`config.mk`:
```
export PLATFORM = sky130hd
export DESIGN_NAME = kernel_line_fanout_flat
export DESIGN_NICKNAME = d
export VERILOG_FILES = /design/src/rtl/kernel_line_fanout_if.sv /design/src/rtl/kernel_line_fanout.sv /design/src/flat_wrapper.sv
export SDC_FILE = /design/constraint.sdc
export NUM_CORES = 2
export LEC_CHECK = 0
export ABC_CLOCK_PERIOD_IN_PS = 6000
export CORE_UTILIZATION = 57
export CTS_BUF_LIST = sky130_fd_sc_hd__clkbuf_16
export DETAILED_ROUTE_END_ITERATION = 8
export PLACE_DENSITY = 0.76
export SYNTH_ARGS = -nofsm -noshare
export SYNTH_HDL_FRONTEND = slang
export SYNTH_SLANG_ARGS = --single-unit
```
`constraint.sdc`:
```
create_clock -name clk -period 6 [get_ports clk]
set_clock_uncertainty 0.15 [all_clocks]
set_input_delay 0.9 -clock clk [delete_from_list [all_inputs] [get_ports clk]]
set_output_delay 0.9 -clock clk [all_outputs]
set_load 0.05 [all_outputs]
```
`src/rtl/kernel_line_fanout_if.sv`:
```
// Handshake bundle between the raster feeder, the line fanout and the kernel crossbar.
// The slave modport is the fanout block itself; the master modport is its surroundings.
interface kernel_line_fanout_if #(
    parameter int KERNEL_SIZE = 3,
    parameter int DATA_WIDTH  = 18
) ();
    logic                              s_axis_tvalid;
    logic [DATA_WIDTH-1:0]             s_axis_tdata;
    logic                              s_axis_tuser;
    logic                              s_axis_tready;
    logic [KERNEL_SIZE-1:0]            m_axis_tvalid;
    logic [DATA_WIDTH*KERNEL_SIZE-1:0] m_axis_tdata;
    logic [KERNEL_SIZE-1:0]            m_axis_tready;

    modport slave (
        input  s_axis_tvalid, s_axis_tdata, s_axis_tuser, m_axis_tready,
        output s_axis_tready, m_axis_tvalid, m_axis_tdata
    );

    modport master (
        output s_axis_tvalid, s_axis_tdata, s_axis_tuser, m_axis_tready,
        input  s_axis_tready, m_axis_tvalid, m_axis_tdata
    );
endinterface

```
`src/rtl/kernel_line_fanout.sv`:
```
// Raster-to-column fanout: keeps KERNEL_SIZE-1 line buffers and presents the current pixel
// plus the pixels directly above it as independent per-channel streams.
module kernel_line_fanout #(
    parameter int KERNEL_SIZE = 3,
    parameter int DATA_WIDTH  = 18,
    parameter int IMG_WIDTH   = 64,
    parameter int COL_W       = $clog2(IMG_WIDTH)
) (
    input  logic                clk,
    input  logic                rstn,
    kernel_line_fanout_if.slave bus
);
    localparam int RF_W = (KERNEL_SIZE > 2) ? $clog2(KERNEL_SIZE) : 1;
    localparam logic [COL_W-1:0] LAST_COL = COL_W'(IMG_WIDTH - 1);
    localparam logic [RF_W-1:0]  MAX_ROWS = RF_W'(KERNEL_SIZE - 1);

    function automatic logic [RF_W-1:0] sat_rows_inc(input logic [RF_W-1:0] rows);
        return (rows == MAX_ROWS) ? rows : rows + 1'b1;
    endfunction

    // Channels 0..rows are backed by real rows; the rest are still above the frame top.
    function automatic logic [KERNEL_SIZE-1:0] fill_mask(input logic [RF_W-1:0] rows);
        logic [KERNEL_SIZE-1:0] m;
        for (int i = 0; i < KERNEL_SIZE; i++) begin
            m[i] = (i <= int'(rows));
        end
        return m;
    endfunction

    logic [COL_W-1:0]                  col;
    logic [RF_W-1:0]                   rows_filled;
    logic [KERNEL_SIZE-1:0]            vld_p1;
    logic [DATA_WIDTH*KERNEL_SIZE-1:0] data_p1;

    logic                              accept_p0;
    logic [COL_W-1:0]                  col_p0;
    logic [RF_W-1:0]                   rows_p0;
    logic [DATA_WIDTH-1:0]             line_rd_p0 [KERNEL_SIZE-1];
    logic [DATA_WIDTH*KERNEL_SIZE-1:0] data_p0;

    // Stage p0: accept decision, effective raster position, line-buffer read/shift.
    assign bus.s_axis_tready = rstn && (&(~vld_p1 | bus.m_axis_tready));
    assign accept_p0         = bus.s_axis_tvalid && bus.s_axis_tready;

    always_comb begin
        col_p0  = bus.s_axis_tuser ? '0 : col;
        rows_p0 = bus.s_axis_tuser ? '0 : rows_filled;
    end

    for (genvar g = 0; g < KERNEL_SIZE - 1; g++) begin : g_line
        logic [DATA_WIDTH-1:0] mem [IMG_WIDTH];
        logic [DATA_WIDTH-1:0] wr_data;

        if (g == 0) begin : g_head
            assign wr_data = bus.s_axis_tdata;
        end else begin : g_tail
            assign wr_data = line_rd_p0[g-1];
        end

        assign line_rd_p0[g] = mem[col_p0];

        always_ff @(posedge clk) begin
            if (accept_p0) begin
                mem[col_p0] <= wr_data;
            end
        end
    end

    always_comb begin
        data_p0 = '0;
        data_p0[0 +: DATA_WIDTH] = bus.s_axis_tdata;
        for (int i = 1; i < KERNEL_SIZE; i++) begin
            data_p0[i*DATA_WIDTH +: DATA_WIDTH] = line_rd_p0[i-1];
        end
    end

    // Stage p1: registered column window and per-channel pending mask.
    always_ff @(posedge clk) begin
        if (!rstn) begin
            col         <= '0;
            rows_filled <= '0;
            vld_p1      <= '0;
            data_p1     <= '0;
        end else if (accept_p0) begin
            vld_p1  <= fill_mask(rows_p0);
            data_p1 <= data_p0;
            if (col_p0 == LAST_COL) begin
                col         <= '0;
                rows_filled <= sat_rows_inc(rows_p0);
            end else begin
                col         <= col_p0 + 1'b1;
                rows_filled <= rows_p0;
            end
        end else begin
            vld_p1 <= vld_p1 & ~bus.m_axis_tready;
        end
    end

    assign bus.m_axis_tvalid = vld_p1;
    assign bus.m_axis_tdata  = data_p1;
endmodule

```
`src/flat_wrapper.sv`:
```
// flat-port wrapper written by rule: the top's interface ports become plain ports
module kernel_line_fanout_flat 
#(
    parameter int KERNEL_SIZE = 3,
    parameter int DATA_WIDTH  = 18,
    parameter int IMG_WIDTH   = 64,
    parameter int COL_W       = $clog2(IMG_WIDTH)
)
  (clk, rstn, bus_s_axis_tvalid, bus_s_axis_tdata, bus_s_axis_tuser, bus_m_axis_tready, bus_s_axis_tready, bus_m_axis_tvalid, bus_m_axis_tdata);
  kernel_line_fanout_if #(.KERNEL_SIZE(KERNEL_SIZE), .DATA_WIDTH(DATA_WIDTH)) bus_i ();
  input  logic clk;
  input  logic rstn;
  input wire logic [$bits(bus_i.s_axis_tvalid)-1:0] bus_s_axis_tvalid;
  input wire logic [$bits(bus_i.s_axis_tdata)-1:0] bus_s_axis_tdata;
  input wire logic [$bits(bus_i.s_axis_tuser)-1:0] bus_s_axis_tuser;
  input wire logic [$bits(bus_i.m_axis_tready)-1:0] bus_m_axis_tready;
  output wire logic [$bits(bus_i.s_axis_tready)-1:0] bus_s_axis_tready;
  output wire logic [$bits(bus_i.m_axis_tvalid)-1:0] bus_m_axis_tvalid;
  output wire logic [$bits(bus_i.m_axis_tdata)-1:0] bus_m_axis_tdata;
  assign bus_i.s_axis_tvalid = bus_s_axis_tvalid;
  assign bus_i.s_axis_tdata = bus_s_axis_tdata;
  assign bus_i.s_axis_tuser = bus_s_axis_tuser;
  assign bus_i.m_axis_tready = bus_m_axis_tready;
  assign bus_s_axis_tready = bus_i.s_axis_tready;
  assign bus_m_axis_tvalid = bus_i.m_axis_tvalid;
  assign bus_m_axis_tdata = bus_i.m_axis_tdata;
  kernel_line_fanout #(.KERNEL_SIZE(KERNEL_SIZE), .DATA_WIDTH(DATA_WIDTH), .IMG_WIDTH(IMG_WIDTH), .COL_W(COL_W)) u_core (.clk(clk), .rstn(rstn), .bus(bus_i));
endmodule
```
==> impl_metrics.tcl <==
set metrics [dict create \
    status "finished, violations left" \
    synthFlopType "edfxtp_1" \
    crit_end "u_core.bus.m_axis_tdata[23]$_SDFFE_PN0P_" \
    fmax_mhz 194.5 \
    dieArea_um2 163400 \
    r2r_end "u_core.bus.m_axis_tdata[23]$_SDFFE_PN0P_" \
    grt_pass1_wl_um 402700 \
    drt-total-wl_um 290100 \
    yosysSeqAreaShare_pct 76.45 \
    start_util_pct 57.42 \
    via_count 57350 \
    rsz0062_at_grt "no" \
    routed_via_density 7.144 \
    postCtsSetupBuffers 0 \
    die_h_um 404.2 \
    overflow 0 \
    fin_nets 5701 \
    gp_congestion 0.9658 \
    ys_types 87 \
    route.met2.wl_um 126100 \
    grt_pass1_vias 54380 \
    final_cell_mix "2304 x edfxtp_1, 579 x mux2i_1, 281 x a21oi_1" \
    grt_max_degree 125 \
    violations "DRC" \
    cp.required_ps 6610 \
    wl_met1_um 97450 \
    cts_tree "yes" \
    drtAntennaViolNets 0 \
    worstPathMaxFanout 65 \
    clkLatencyLatePin_ps 900 \
    multi_input_area_um2 20370 \
    drc 2 \
    routedWlPerCell_um 36.14 \
    antenna_found_initial 14 \
    synth_edf_count 2304 \
    slew_violations 0 \
    cp.arrival_ps 5750 \
    clock-sinks 2369 \
    cts_resized 0 \
    first_pass_iters 9 \
    core_area_um2 160600 \
    ios 83 \
    top_layer "met5" \
    hp-class "reg2reg" \
    r2r_start "u_core.col[0]$_SDFFE_PN0P_" \
    power.density_nw_per_um2 318.3 \
    root_buffer "clkbuf_16" \
    final_common_cell "edfxtp_1" \
    grtUsageTotal_pct 35.18 \
    wl_met3_um 47810 \
    placementRows 147 \
    ys_ff_latch 2369 \
    portBuffers 82 \
    finalSetupViolations 0 \
    synthCells 5483 \
    max_cap_viol_count 0 \
    mappedNetlistNets 5511 \
    placed_cell_area_um2 96950 \
    ff_latch_area_um2 70500 \
    drt-initial-drc-count 11300 \
    vdd_drop_max_v 0.0003292 \
    reg2reg_slack_ps 860 \
    worst_pin_slew_ps 1370 \
    fill_cells 10580 \
    fin_ws_ps 859.2 \
    fin_crit_ps 5141 \
    hold_violations 0 \
    cp-end-kind "flop" \
    leakagePower_nw 32.08 \
    syn_avg_cell_area_um2 16.81 \
    crit_type "reg2reg" \
    fin_crit_sh_pct 85.68 \
    ys_async_sr_fraction_pct 0 \
    dp_slack_ps 850.6 \
    area_delta_synth_final_pct 12.56 \
    ctsHtreeMaxLevel 4 \
    critPathLaunch "u_core.col[0]$_SDFFE_PN0P_" \
    slew_headroom_pct 6.289 \
    synth_warnings 0 \
    hpwl_um 164100 \
    final_area_um2 103800 \
    critPathLaunchType "flop" \
    drive_above_1_share_pct 13.97 \
    cts_made_buffers 223 \
    holdBufCountCts 0 \
    reg2regPathDepth 8 \
    cts_buffer_depth 3 \
    chipWidth_um 404.2 \
    syn_area_um2 92200 \
    clk_pin_slew_ps 60 \
]
[routing by layer]
| metal | GRT usage [%] | vias up |
|---|---|---|
| li1 | - | 22550 |
| met1 | 46.55 | 28130 |
| met2 | 51.32 | 5557 |
| met3 | 12.06 | 1098 |
| met4 | 19.24 | 8 |
| met5 | 0.05947 | - |
[power breakdown]
part,internal [mW],switching (mW),leakage (nW)
clock,7.12,6.14,3.58
sequential,18.3,0.0477,21.2
combinational,0.381,1.07,7.28
total,25.8,7.26,32.1
[how the worst min path moves through the flow]
stage / startpoint / end / slack (ps) / cells after the start
floorplan: u_core.rows_filled[0]$_SDFFE_PN0P_ / u_core.rows_filled[0]$_SDFFE_PN0P_ / 300 / 2
global placement: u_core.bus.m_axis_tdata[6]$_SDFFE_PN0P_ / u_core.bus.m_axis_tdata[6]$_SDFFE_PN0P_ / 300 / 2
detailed placement: u_core.bus.m_axis_tdata[5]$_SDFFE_PN0P_ / u_core.bus.m_axis_tdata[5]$_SDFFE_PN0P_ / 310 / 2
CTS: u_core.bus.m_axis_tdata[5]$_SDFFE_PN0P_ / u_core.bus.m_axis_tdata[5]$_SDFFE_PN0P_ / 320 / 2
global route: u_core.bus.m_axis_tdata[17]$_SDFFE_PN0P_ / u_core.bus.m_axis_tdata[17]$_SDFFE_PN0P_ / 340 / 2
finish: u_core.bus.m_axis_tdata[12]$_SDFFE_PN0P_ / u_core.bus.m_axis_tdata[12]$_SDFFE_PN0P_ / 310 / 2
[cell type report]
| class | instances | share of cell area, % |
|---|---|---|
| tap | 2160 | 2.604 |
| clock inverter | 192 | 1.173 |
| inverter | 10 | 0.03858 |
| sequential | 2369 | 67.94 |
| timing repair buffer | 350 | 3.208 |
| antenna | 3 | 0.007234 |
| multi-input combinational | 2719 | 19.63 |
| clock buffer | 224 | 5.401 |
[worst max-delay path: stages (launching register included)]
cell and delay (ps):
dfxtp_4 890, buf_4 390, and4bb_2 540, o2bb2ai_1 240, o41ai_1 610, o221ai_1 590, or4b_2 860, buf_4 360
o21ba_1 280
[through the flow]
step                setup TNS [ps]  util (%)  std cells  hold WS, ps  power (mW)
floorplan                   -22300         -       5483        299.9       19.42
global placement                 0     60.38       7608        301.4       20.02
detailed placement               0     60.38       7608        308.1       20.06
CTS                              0     64.63       8024        316.6       32.95
global route                     0     64.63       8025        335.2       33.62
finish                           0     64.63       8027        312.7       33.03
[logic make-up after synthesis]
logic type / synth area share [%]
compound gates: 10.49
fa+ha+maj: 0.04072
buf+inv: 2.143
flops: 76.45
mux: 7.434
simple gates: 3.436
[registers in the layout, indices dropped and copies added, names as in the netlist]
name,count
u_core.g_line.mem,2304
u_core.bus.m_axis_tdata,54
u_core.col,6
u_core.bus.m_axis_tvalid,3
u_core.rows_filled,2
[Yosys cell counts, types with 8 or more instances]
cell type,instances,area share [%]
o221ai_1,41,0.39
o211ai_1,23,0.19
a22oi_1,153,1.2
mux4_2,14,0.34
a22o_1,62,0.59
buf_4,52,0.42
and2_1,10,0.068
nand2b_1,29,0.20
clkbuf_1,153,0.62
buf_1,20,0.081
a31oi_1,25,0.17
nor3_1,25,0.14
o221a_2,8,0.098
a221o_1,9,0.098
o2bb2ai_1,25,0.24
a32oi_1,18,0.17
mux2i_1,579,6.3
o21a_1,14,0.11
a222oi_1,32,0.35
a211oi_1,62,0.50
a211o_1,13,0.12
nor2_1,181,0.74
o41ai_1,12,0.11
mux2_2,65,0.79
a21oi_1,281,1.5
or3_1,11,0.075
a41oi_1,15,0.14
buf_2,145,0.79
nand3b_1,50,0.41
edfxtp_1,2304,75
a2111oi_0,29,0.28
dfxtp_1,65,1.4
o31ai_1,20,0.16
o22ai_1,187,1.3
o21ai_0,234,1.3
nor2b_1,14,0.095
or3b_2,20,0.19
and3_1,12,0.081
o22a_1,23,0.22
buf_6,14,0.17
a21boi_0,23,0.19
a221oi_1,49,0.47
nand3_1,30,0.16
nand2_1,216,0.88
Power figures use the tool's default switching activity.
